`src/rtl/uart_cmd_parser_if.sv`:
```
// Byte-stream input and command handshake between the UART receiver, the
// command parser and the game logic that consumes commands.
interface uart_cmd_parser_if;
   logic [7:0] rx_data;
   logic       rx_valid;
   logic       cmd_valid;
   logic       cmd_ready;
   logic [7:0] cmd;
   logic [7:0] arg;
   logic       err_chk;
   logic       err_timeout;
   logic       err_overflow;
   logic [7:0] chk_err_cnt;

   // Environment side: feeds bytes, accepts commands.
   modport master (
      output rx_data, rx_valid, cmd_ready,
      input  cmd_valid, cmd, arg, err_chk, err_timeout, err_overflow, chk_err_cnt
   );

   // Parser side.
   modport slave (
      input  rx_data, rx_valid, cmd_ready,
      output cmd_valid, cmd, arg, err_chk, err_timeout, err_overflow, chk_err_cnt
   );
endinterface

```
`src/rtl/uart_cmd_parser.sv`:
```
// Assembles SYNC/CMD/ARG/CHK frames from the UART byte stream, verifies the
// XOR checksum and offers good commands to game logic over valid/ready.
module uart_cmd_parser #(
   parameter int unsigned CLK_FREQ   = 65_000_000,
   parameter int unsigned TIMEOUT_US = 2000,
   parameter logic [7:0]  SYNC_BYTE  = 8'hA5
) (
   input logic              clk,
   input logic              rst_n,
   uart_cmd_parser_if.slave bus
);
   localparam logic [31:0] TIMEOUT_CYCLES = 32'((CLK_FREQ / 32'd1_000_000) * TIMEOUT_US);
   localparam logic [31:0] TIMEOUT_LAST   = TIMEOUT_CYCLES - 32'd1;

   typedef enum logic [1:0] {S_SYNC, S_CMD, S_ARG, S_CHK} state_t;

   state_t      state_r;
   logic [31:0] timer_r;
   logic [7:0]  cmd_tmp_r;
   logic [7:0]  arg_tmp_r;
   logic        cmd_valid_r;
   logic [7:0]  cmd_r;
   logic [7:0]  arg_r;
   logic        err_chk_r;
   logic        err_timeout_r;
   logic        err_overflow_r;
   logic [7:0]  chk_err_cnt_r;

   logic        expired_s;
   logic        slot_free_s;

   function automatic logic [7:0] frame_chk(input logic [7:0] c, input logic [7:0] a);
      return c ^ a;
   endfunction

   // A strobe in the expiry cycle wins, so expiry is only acted on without rx_valid.
   assign expired_s   = (timer_r == TIMEOUT_LAST) && !bus.rx_valid;
   assign slot_free_s = !cmd_valid_r || bus.cmd_ready;

   // Frame FSM, inter-byte timer, command slot and error reporting.
   always_ff @(posedge clk or negedge rst_n) begin
      if (!rst_n) begin
         state_r        <= S_SYNC;
         timer_r        <= 32'd0;
         cmd_tmp_r      <= 8'd0;
         arg_tmp_r      <= 8'd0;
         cmd_valid_r    <= 1'b0;
         cmd_r          <= 8'd0;
         arg_r          <= 8'd0;
         err_chk_r      <= 1'b0;
         err_timeout_r  <= 1'b0;
         err_overflow_r <= 1'b0;
         chk_err_cnt_r  <= 8'd0;
      end else begin
         err_chk_r      <= 1'b0;
         err_timeout_r  <= 1'b0;
         err_overflow_r <= 1'b0;

         if (cmd_valid_r && bus.cmd_ready) begin
            cmd_valid_r <= 1'b0;
         end

         if ((state_r == S_SYNC) || bus.rx_valid) begin
            timer_r <= 32'd0;
         end else begin
            timer_r <= timer_r + 32'd1;
         end

         case (state_r)
            S_SYNC: begin
               if (bus.rx_valid && (bus.rx_data == SYNC_BYTE)) begin
                  state_r <= S_CMD;
               end
            end
            S_CMD: begin
               if (bus.rx_valid) begin
                  cmd_tmp_r <= bus.rx_data;
                  state_r   <= S_ARG;
               end else if (expired_s) begin
                  state_r       <= S_SYNC;
                  err_timeout_r <= 1'b1;
               end
            end
            S_ARG: begin
               if (bus.rx_valid) begin
                  arg_tmp_r <= bus.rx_data;
                  state_r   <= S_CHK;
               end else if (expired_s) begin
                  state_r       <= S_SYNC;
                  err_timeout_r <= 1'b1;
               end
            end
            S_CHK: begin
               if (bus.rx_valid) begin
                  state_r <= S_SYNC;
                  if (bus.rx_data != frame_chk(cmd_tmp_r, arg_tmp_r)) begin
                     err_chk_r <= 1'b1;
                     if (chk_err_cnt_r != 8'hFF) begin
                        chk_err_cnt_r <= chk_err_cnt_r + 8'd1;
                     end
                  end else if (slot_free_s) begin
                     // Overrides the acceptance clear above when a new frame lands.
                     cmd_r       <= cmd_tmp_r;
                     arg_r       <= arg_tmp_r;
                     cmd_valid_r <= 1'b1;
                  end else begin
                     err_overflow_r <= 1'b1;
                  end
               end else if (expired_s) begin
                  state_r       <= S_SYNC;
                  err_timeout_r <= 1'b1;
               end
            end
            default: begin
               state_r <= S_SYNC;
            end
         endcase
      end
   end

   assign bus.cmd_valid    = cmd_valid_r;
   assign bus.cmd          = cmd_r;
   assign bus.arg          = arg_r;
   assign bus.err_chk      = err_chk_r;
   assign bus.err_timeout  = err_timeout_r;
   assign bus.err_overflow = err_overflow_r;
   assign bus.chk_err_cnt  = chk_err_cnt_r;
endmodule

```
`src/flat_wrapper.sv`:
```
// flat-port wrapper written by rule: the top's interface ports become plain ports
module uart_cmd_parser_flat 
#(
   parameter int unsigned CLK_FREQ   = 65_000_000,
   parameter int unsigned TIMEOUT_US = 2000,
   parameter logic [7:0]  SYNC_BYTE  = 8'hA5
)
  (clk, rst_n, bus_rx_data, bus_rx_valid, bus_cmd_ready, bus_cmd_valid, bus_cmd, bus_arg, bus_err_chk, bus_err_timeout, bus_err_overflow, bus_chk_err_cnt);
  uart_cmd_parser_if bus_i ();
  input logic clk;
  input logic rst_n;
  input wire logic [$bits(bus_i.rx_data)-1:0] bus_rx_data;
  input wire logic [$bits(bus_i.rx_valid)-1:0] bus_rx_valid;
  input wire logic [$bits(bus_i.cmd_ready)-1:0] bus_cmd_ready;
  output wire logic [$bits(bus_i.cmd_valid)-1:0] bus_cmd_valid;
  output wire logic [$bits(bus_i.cmd)-1:0] bus_cmd;
  output wire logic [$bits(bus_i.arg)-1:0] bus_arg;
  output wire logic [$bits(bus_i.err_chk)-1:0] bus_err_chk;
  output wire logic [$bits(bus_i.err_timeout)-1:0] bus_err_timeout;
  output wire logic [$bits(bus_i.err_overflow)-1:0] bus_err_overflow;
  output wire logic [$bits(bus_i.chk_err_cnt)-1:0] bus_chk_err_cnt;
  assign bus_i.rx_data = bus_rx_data;
  assign bus_i.rx_valid = bus_rx_valid;
  assign bus_i.cmd_ready = bus_cmd_ready;
  assign bus_cmd_valid = bus_i.cmd_valid;
  assign bus_cmd = bus_i.cmd;
  assign bus_arg = bus_i.arg;
  assign bus_err_chk = bus_i.err_chk;
  assign bus_err_timeout = bus_i.err_timeout;
  assign bus_err_overflow = bus_i.err_overflow;
  assign bus_chk_err_cnt = bus_i.chk_err_cnt;
  uart_cmd_parser #(.CLK_FREQ(CLK_FREQ), .TIMEOUT_US(TIMEOUT_US), .SYNC_BYTE(SYNC_BYTE)) u_core (.clk(clk), .rst_n(rst_n), .bus(bus_i));
endmodule
```
`config.mk`:
```
export PLATFORM = sky130hd
export DESIGN_NAME = uart_cmd_parser_flat
export DESIGN_NICKNAME = d
export VERILOG_FILES = /design/src/rtl/uart_cmd_parser_if.sv /design/src/rtl/uart_cmd_parser.sv /design/src/flat_wrapper.sv
export SDC_FILE = /design/constraint.sdc
export NUM_CORES = 1
export LEC_CHECK = 0
export BUFFER_PORTS_ARGS = -buffer_cell sky130_fd_sc_hd__buf_2
export CAP_MARGIN = 20
export CORE_MARGIN = 2
export CORE_UTILIZATION = 50
export CTS_CLUSTER_DIAMETER = 40
export CTS_CLUSTER_SIZE = 40
export DETAILED_ROUTE_END_ITERATION = 16
export GPL_TIMING_DRIVEN = 0
export PLACE_DENSITY = 0.75
export SYNTH_ARGS = -nofsm -noshare
export SYNTH_HDL_FRONTEND = slang
export SYNTH_SLANG_ARGS = --single-unit
```
`constraint.sdc`:
```
create_clock -name clk -period 1.85 [get_ports clk]
set_clock_uncertainty 0.15 [all_clocks]
set_input_delay 0.2775 -clock clk [delete_from_list [all_inputs] [get_ports clk]]
set_output_delay 0.2775 -clock clk [all_outputs]
set_load 0.05 [all_outputs]
```
# Yosys cells after proc, flatten, opt, wreduce, memory -nomap -nowiden
# Index checks and enable logic that the tools add are counted.
# totals
register_bits,78
out_inout_bits,28
in_bits,12
wordCells,58
# op_classes
n_mux,22
bitwise_logic,2
eq_ne,8
addsub,2
reduce_logical,13
# op_table
operator,n
32-bit by 1-bit adder with 32-bit output (second input constant),1
32-bit by 17-bit == test with 1-bit output (second input constant),1
32-bit two-way mux,1
1-bit two-way mux,15
2-bit two-way mux,5
8-bit by 1-bit adder with 8-bit output (second input constant),1
8-bit == test (second input constant),1
8-bit inequality test,1
8-bit inequality test (second input constant),1
2-bit one-hot mux with 4 select lines,1
4-bit AND reduction,2
8-bit bitwise XOR,1
2-bit == test (second input constant),2
2-bit AND reduction,2
1-bit logical AND,3
3-bit OR reduction,1
2-bit by 1-bit == test with 1-bit output (second input constant),1
1-bit logical NOT,2
2-bit logical NOT,1
1-bit logical OR,2
2-bit inequality test (second input constant),1
1-bit NOT,1

# Logic depth before layout (Yosys ltp)
# Gate-level depths: netlist (run 1).
# logic_depth
depth_word,6
ltp_mapped,6
ltp_nobuf,6

# Worst setup path after synthesis (run 1)
# OpenSTA, ideal clock, no wires.
# synth_path
path_kind,register to register
start,reg u_core.cmd_valid_r (netlist: u_core.bus.cmd_valid)
end,reg u_core.arg_r[3] (netlist: u_core.bus.arg[3])
setup_slack_ns,-0.179
stages_incl_launch_ff,5
t_arrival_ns,1.751
path_cell_list,dfrtp_1 -> nor2b_1 -> nor4_4 -> buf_6 -> mux2_1
# synth_via
elab_chain_cells,3
# synth_rtl
element,line,text
start: declaration,uart_cmd_parser.sv:21,logic cmd_valid_r;
start signal: assignment,uart_cmd_parser.sv:47,cmd_valid_r <= 1'b0;
start signal: assignment,uart_cmd_parser.sv:60,cmd_valid_r <= 1'b0;
start signal: assignment,uart_cmd_parser.sv:105,cmd_valid_r <= 1'b1;
1-bit logical NOT,uart_cmd_parser.sv:38,assign slot_free_s = !cmd_valid_r || bus.cmd_ready;
1-bit logical OR,uart_cmd_parser.sv:38,
4-bit AND reduction (no line),--,
end signal: assignment,uart_cmd_parser.sv:104,arg_r <= arg_tmp_r;
end: declaration,uart_cmd_parser.sv:23,logic [7:0] arg_r;
# No other way between the ends.
# A chain may end at the register's enable or synchronous reset.

# Worst setup path in the final report (run 1)
# layout_path
start,reg u_core.cmd_tmp_r[2]
end,reg u_core.cmd_r[6] (netlist: u_core.bus.cmd[6])
# layout_via
elab_chain_cells,4
# layout_rtl
element,line,text
start: declaration,uart_cmd_parser.sv:19,logic [7:0] cmd_tmp_r;
start signal: assignment,uart_cmd_parser.sv:77,cmd_tmp_r <= bus.rx_data;
8-bit bitwise XOR,uart_cmd_parser.sv:33,return c ^ a;
8-bit inequality test,uart_cmd_parser.sv:96,"if (bus.rx_data != frame_chk(cmd_tmp_r, arg_tmp_r)) begin"
1-bit NOT (no line),--,
4-bit AND reduction (no line),--,
end signal: assignment,uart_cmd_parser.sv:103,cmd_r <= cmd_tmp_r;
end: declaration,uart_cmd_parser.sv:22,logic [7:0] cmd_r;
# No other way between the ends.

==> results of run 1 <==
-- cell type report --
| class | instances | area share [%] |
|---|---|---|
| Buffer | 7 | 0.806 |
| Clock buffer | 9 | 2.75 |
| Clock inverter | 7 | 2.17 |
| Inverter | 2 | 0.167 |
| Multi-Input combinational cell | 212 | 39.5 |
| Sequential cell | 78 | 43.5 |
| Tap cell | 99 | 2.75 |
| Timing Repair Buffer | 57 | 8.37 |
-- routing by layer --
metal	routed length [µm]	vias up	global-route usage, %	part of all wire, %
met5	0	-	0	0
met4	59	0	6.11	0.81
met3	292	6	5.91	4.0
met2	3570	47	28.9	49
met1	3330	1222	26.0	46
li1	-	1186	-	-
-- sequential cells by signal, indices dropped and copies added (netlist names) --
register                 cells
u_core.timer_r              32
u_core.arg_tmp_r             8
u_core.bus.arg               8
u_core.bus.chk_err_cnt       8
u_core.bus.cmd               8
u_core.cmd_tmp_r             8
u_core.state_r               2
u_core.bus.cmd_valid         1
u_core.bus.err_chk           1
u_core.bus.err_overflow      1
u_core.bus.err_timeout       1
-- Yosys cell counts, types with 2 or more instances --
master and n:
nand4_1 13, nand3_1 19, xnor3_1 8, nor4_2 3, nor4_1 7, xnor2_1 5, inv_1 2, ha_1 2
nor2_1 40, or4bb_1 2, o21ai_0 2, and3_1 5, nor3_1 3, mux2_2 25, mux2_1 10, buf_2 2
xor2_1 30, dfrtp_1 78, nand2b_1 2, and2_1 2, nand2_1 17, clkbuf_1 4, and4_1 3, or2_2 2
-- stage by stage --
stage	power [W]	hold slack [ps]	instances	util, %	setup slack [ps]
after detailed placement	0.00343	95.5	437	55.9	-535
after global placement	0.00338	311	436	55.5	-534
final	0.00499	53.3	471	63.1	-253
after CTS	0.00496	35.9	464	61.2	-215
after global routing	0.00524	38.5	471	63.1	-281
after floorplan	0.00312	-168	299	-	-172
-- power by group through the flow --
stage / sequential [W] / clock [W] / combinational [W]
after floorplan: 0.00236 / 0 / 0.000761
after global placement: 0.00223 / 0 / 0.00115
after detailed placement: 0.00224 / 0 / 0.00118
after CTS: 0.00221 / 0.00145 / 0.00131
after global routing: 0.00227 / 0.00152 / 0.00144
final: 0.00223 / 0.00141 / 0.00135
-- cells by family after synthesis --
logic type                 after synthesis  share of synthesized area (%)
AOI/OAI and AO/OA                        6                           1.28
xor gates and xnor gates                43                           13.4
adders and majority gates                2                          0.689
buffers and inverters                    9                           1.21
DFF                                     78                           53.8
muxes                                   35                           10.9
and+or+nand+nor                        126                           18.8
-- worst paths after layout --
| check | from | end | slack (ps) | depth (start not counted) |
|---|---|---|---|---|
| worst max register to register | u_core.cmd_tmp_r[2] | u_core.bus.cmd[6] | -250 | 6 |
| worst max-delay path | u_core.cmd_tmp_r[2] | u_core.bus.cmd[6] | -250 | 6 |
| min in group asynchronous | rst_n | u_core.arg_tmp_r[6] | 250 | 2 |
| worst min-delay path | bus_rx_data[6] | u_core.cmd_tmp_r[6] | 50 | 2 |
| max in group asynchronous | rst_n | u_core.bus.chk_err_cnt[0] | 710 | 3 |
| worst min register to register | u_core.bus.chk_err_cnt[0] | u_core.bus.chk_err_cnt[0] | 350 | 1 |
-- timing repair --
item,in CTS,in global routing
hold buffers,1,0
setup buffers,9,7
hold endpoints to repair,28,0
cloned,1,0
resized for setup,16,19
setup endpoints to repair,45,45
pin swaps,9,6
==> summary.txt, run 1 <==
Power
  • Combinational Power Share: about 27%
  • Worst vdd ir: ~0.77 mV
  • Sw frac: 31.7%
  • P_sw: approximately 0.0016 W
  • Reg power frac: roughly 45%
  • Clock power frac: 28.3%
  • Pint: 0.00340 W
  • LEAKAGE: 2.13 nW
  • Pwr dens: 1110 nW/µm²

Worst setup path
  • CP bufs+invs: 2
  • WS Path Type: reg -> reg
  • CP endpoint kind: register
  • Crit path max-delay family: simple AND/OR/NAND/NOR gates
  • Largest stage delay, worst path: 410 ps
  • CP Launch Type: register
  • Crit-path cells: xnor3_1, nand4_4, nor4_4, buf_4, buf_6, mux2_2
  • Crit path DAT: 2200 ps
  • Worst path slowest cell: dfrtp_1
  • Req. time, crit path: 1950 ps
  • Max FO, Critical Path: 6

Synth
  • Netlist cell types: 37
  • Mapped Cells: roughly 300
  • Syn nets: 313
  • Sequential share of the synthesized area: 53.8%
  • Async SR Flop Fraction: 100%
  • Synth Area per Inst: 12.1 µm²
  • Area leader, netlist: dfrtp_1
  • Number of flops mapped to enable cells by yosys: 0
  • YS warnings: 0
  • Area contributors post-synth: dfrtp_1 54%, mux2_2 7.8%, xor2_1 7.2%
  • Dominant synthesized flop cell: dfrtp_1
  • Cell Area, Synth: between 3000 and 4000 µm²
  • Flops & latches, synth: 78
  • Post-synth top area share: between 50% and 60%

Job
  • Max Cap Viol: 0

GRT
  • First-pass GRT wire length: 11400 µm
  • Number of global-route vias before repair: 2363
  • Largest net degree at the start of global routing: 51
  • GRT Overall Usage: 18.9%
  • Total grt overflow: 0
  • Initial antenna violation count: 0

Worst hold path
  • Worst min-delay path class: in -> reg

STA
  • Final setup margin: -253 ps
  • Fin Setup TNS: -4190 ps
  • Max-slew violations: 0
  • Final worst path period need: ~2100 ps
  • Tcrit/Tclk final: 114%
  • Worst-margin pin slew: about 600 ps
  • Max Fclk: 0.475 GHz
  • Setup repair after global routing missed its margin: yes
  • Max_slew headroom: 61.1%
  • Final setup violation count: 21
  • Final hold vios: 0

Layout
  • Commonest non-fill, non-tap cell in the layout: dfrtp_1
  • Share of cells above drive strength 1: 35.2%
  • N_diodes: 0
  • Area added between synthesis and finish: 23.9%
  • Multi-input logic area: 1780 µm²
  • Storage element area: 1960 µm²
  • Commonest non-fill, non-tap cells in the layout: 73 x dfrtp_1, 39 x buf_2, 39 x nor2_1
  • Fillers: 565
  • Cell area after layout: around 4500 µm²
  • Final nets: between 300 and 400

Run status
  • Violated checks: setup timing
  • Status: finished, violations left

Placement
  • Dpl cell area: 3990 µm²
  • Placed wire-length estimate: 4680 µm
  • Port-buffer cells: 38
  • GPL Wtd Cong: 0.821

Clock tree
  • CTS HTree Levels: 3
  • CTS Buf Count: 9
  • Clk slew on worst S/H paths: 90 ps
  • Root buffer cell: clkbuf_8
  • Worst-Skew Late Latency: roughly 350 ps
  • Clock tree from TritonCTS: done
  • CTS sink count: between 70 and 80
  • Clock Path Buffers: 2

Detailed routing
  • Routed vias/inst: 5.23
  • Vias: 2461
  • Final wirelength: roughly 7200 µm
  • First-pass DRT Iterations: 4
  • Routed Antenna Nets: 0
  • DRC viols: 0
  • Drt initial violations: between 100 and 150
  • Routed len/inst: 15.4 µm

Floorplanning
  • Die Ht: 89.2 µm
  • Initial Utilization: 50.9%
  • Die Area: 7960 µm²
  • Io pins: 40
  • Die width: 89.2 µm
  • # rows: 31
  • Core box area: 7140 µm²
Power figures use the tool's default switching activity.
==> run 2, diff against run 1 <==
==> constraint.sdc (replaced) <==
create_clock -name clk -period 1.85 [get_ports clk]
set_clock_uncertainty 0.15 [all_clocks]
set_input_delay 0.37 -clock clk [delete_from_list [all_inputs] [get_ports clk]]
set_output_delay 0.37 -clock clk [all_outputs]
set_load 0.05 [all_outputs]
==> run 2 against run 1 <==
The run still ends with setup timing left. Clock-buffer cell count increased by 1. Utilization decreased by 1.0 points. Register-to-register slack better by 60 ps. Fmax up 3.1%. Critical endpoint is now u_core.bus.cmd[3]. Largest power group unchanged.
==> summary.txt, run 2 (synthesis results as in run 1) <==
Worst setup path
  • CP Launch Type: register
  • WS Path Type: reg -> reg
  • Req. time, crit path: 1930 ps (-20 ps)
  • Crit-path cells: xnor3_1, nand4_4, nor4_4, buf_6, mux2_1
  • CP endpoint kind: register
  • Largest stage delay, worst path: 420 ps (about the same)
  • Reg2reg setup slack: -190 ps (+60 ps)
  • Max FO, Critical Path: 10 (+4)
  • Worst path slowest cell: dfrtp_1
  • Crit path DAT: 2120 ps (-80 ps)

Placement
  • GPL Wtd Cong: 0.831 (+1.2%)
  • Worst slack, placed: -643 ps (-108 ps)
  • Port-buffer cells: 38 (unchanged)
  • Placed wire-length estimate: 4550 µm (-2.7%)
  • Dpl cell area: 3990 µm² (about the same)

Clock tree
  • Clock Path Buffers: 2 (unchanged)
  • Clk slew on worst S/H paths: 80 ps (about the same)
  • Root buffer cell: clkbuf_8
  • CTS sink count: 78 (unchanged)
  • Worst-Skew Late Latency: 350 ps (about the same)
  • CTS HTree Levels: 3 (unchanged)
  • CTS Buf Count: 9 (unchanged)
  • Clock tree from TritonCTS: done

GRT
  • Largest net degree at the start of global routing: 63 (+24%)
  • GRT Overall Usage: 18.6% (-0.33 points)
  • Initial antenna violation count: 0 (unchanged)
  • Total grt overflow: 0 (unchanged)
  • First-pass GRT wire length: 11100 µm (-2.4%)
  • Number of global-route vias before repair: 2329 (-1.4%)

STA
  • Worst-margin pin slew: 507 ps (-75.4 ps)
  • Final worst path period need: 2040 ps (-62.8 ps)
  • Setup repair after global routing missed its margin: yes
  • Tcrit/Tclk final: 110% (-3.4 points)
  • Final setup violation count: 23 (+9.5%)
  • Max-slew violations: 0 (unchanged)
  • Final setup margin: -191 ps (+62.8 ps)
  • Min Hold Slack: 139 ps (+86.0 ps)
  • Final hold vios: 0 (unchanged)
  • Max Fclk: 0.490 GHz (+3.1%)
  • Max_slew headroom: 66.2% (+5.0 points)

Floorplanning
  • Core box area: 7140 µm² (unchanged)
  • Die Ht: 89.2 µm (unchanged)
  • Die width: 89.2 µm (unchanged)
  • Die Area: 7960 µm² (unchanged)
  • Initial Utilization: 50.9% (unchanged)
  • Io pins: 40 (unchanged)
  • # rows: 31 (unchanged)

Layout
  • Share of cells above drive strength 1: 32.1% (-3.1 points)
  • Fillers: 596 (+5.5%)
  • Cell area after layout: 4430 µm² (-1.6%)
  • Reg with most FFs: u_core.timer_r
  • Commonest non-fill, non-tap cells in the layout: 75 x dfrtp_1, 39 x buf_2, 39 x nor2_1
  • Final nets: 377 (-1.0%)
  • Area added between synthesis and finish: 21.9%
  • Max FFs per register: 32 (unchanged)
  • Commonest non-fill, non-tap cell in the layout: dfrtp_1
  • N_diodes: 0 (unchanged)

Run status
  • Status: finished, violations left
  • Violated checks: setup timing

Detailed routing
  • DRC viols: 0 (unchanged)
  • Vias: 2478 (+0.69%)
  • Routed Antenna Nets: 0 (unchanged)
  • Routed len/inst: 14.7 µm (-4.8%)
  • First-pass DRT Iterations: 4 (unchanged)
  • Drt initial violations: 105 (-23%)
  • Routed vias/inst: 5.31 (+1.6%)
  • Final wirelength: 6840 µm (-5.6%)

Power
  • Worst vdd ir: 0.601 mV (-22%)
  • Pwr dens: 1110 nW/µm² (+0.36%)
  • LEAKAGE: 2.12 nW (-0.75%)

Job
  • Max Cap Viol: 0 (unchanged)

Worst hold path
  • Worst min-delay path class: in -> reg
==> run 2: worst max-delay path: cells and delay by family (launching register included) <==
| family | cells | cell delay [ps] |
|---|---|---|
| simple gates | 2 | 470 |
| flops | 1 | 420 |
| xor+xnor | 1 | 340 |
| mux | 1 | 330 |
| buf+inv | 1 | 210 |
==> run 2: path summary, 6_finish.rpt <==
check                                    start  cells past startpoint                   endpoint
max                        u_core.arg_tmp_r[2]                      5          u_core.bus.cmd[3]
min                             bus_rx_data[1]                      2        u_core.cmd_tmp_r[1]
max reg2reg                u_core.arg_tmp_r[2]                      5          u_core.bus.cmd[3]
min reg2reg                  u_core.bus.arg[6]                      1          u_core.bus.arg[6]
max in group asynchronous                rst_n                      3  u_core.bus.chk_err_cnt[0]
min in group asynchronous                rst_n                      2     u_core.bus.err_timeout
==> run 2: layout make-up <==
type | instances | area, µm² | share of cell area (%)
clock inverters | 6 | 86.3 | 1.95
inverters | 2 | 7.51 | 0.170
well taps | 99 | 124 | 2.80
plain buffers | 7 | 36.3 | 0.820
repair buffers | 53 | 344 | 7.77
flip-flops and latches | 78 | 1960 | 44.2
clock buffers | 10 | 128 | 2.88
multi-input cells | 212 | 1750 | 39.4
==> run 2: routing by layer <==
metal / share of wire [%] / track usage (%) / vias up / wire length (µm)
met2: 48 / 28.4 / 50 / 3250
met4: 1.5 / 7.33 / 0 / 106
met5: 0 / 0 / - / 0
li1: - / - / 1182 / -
met1: 47 / 25.6 / 1237 / 3240
met3: 3.5 / 4.71 / 9 / 240
==> run 2: where the power goes <==
part           leakage [nW]  internal [W]  switching, W
Sequential             1.04       0.00197      0.000252
Clock                 0.106      0.000757      0.000618
Combinational         0.966      0.000658      0.000666
Total                  2.12       0.00339       0.00154
==> run 2: through the flow <==
stage / TNS, ps / power (W) / std cells / util [%]
floorplan: -3120 / 0.00312 / 299 / -
global placement: -39530 / 0.00337 / 436 / 55.4
detailed placement: -17170 / 0.00343 / 437 / 55.9
CTS: -3550 / 0.00492 / 461 / 60.6
global route: -5790 / 0.00521 / 467 / 62.0
finish: -3490 / 0.00492 / 467 / 62.0
==> run 2: repair_timing <==
item,4_1_cts,5_1_grt
resized for setup,8,12
hold buffers,1,0
setup endpoints to repair,45,44
hold endpoints to repair,16,0
buffers inserted,7,6
pin swaps,6,5
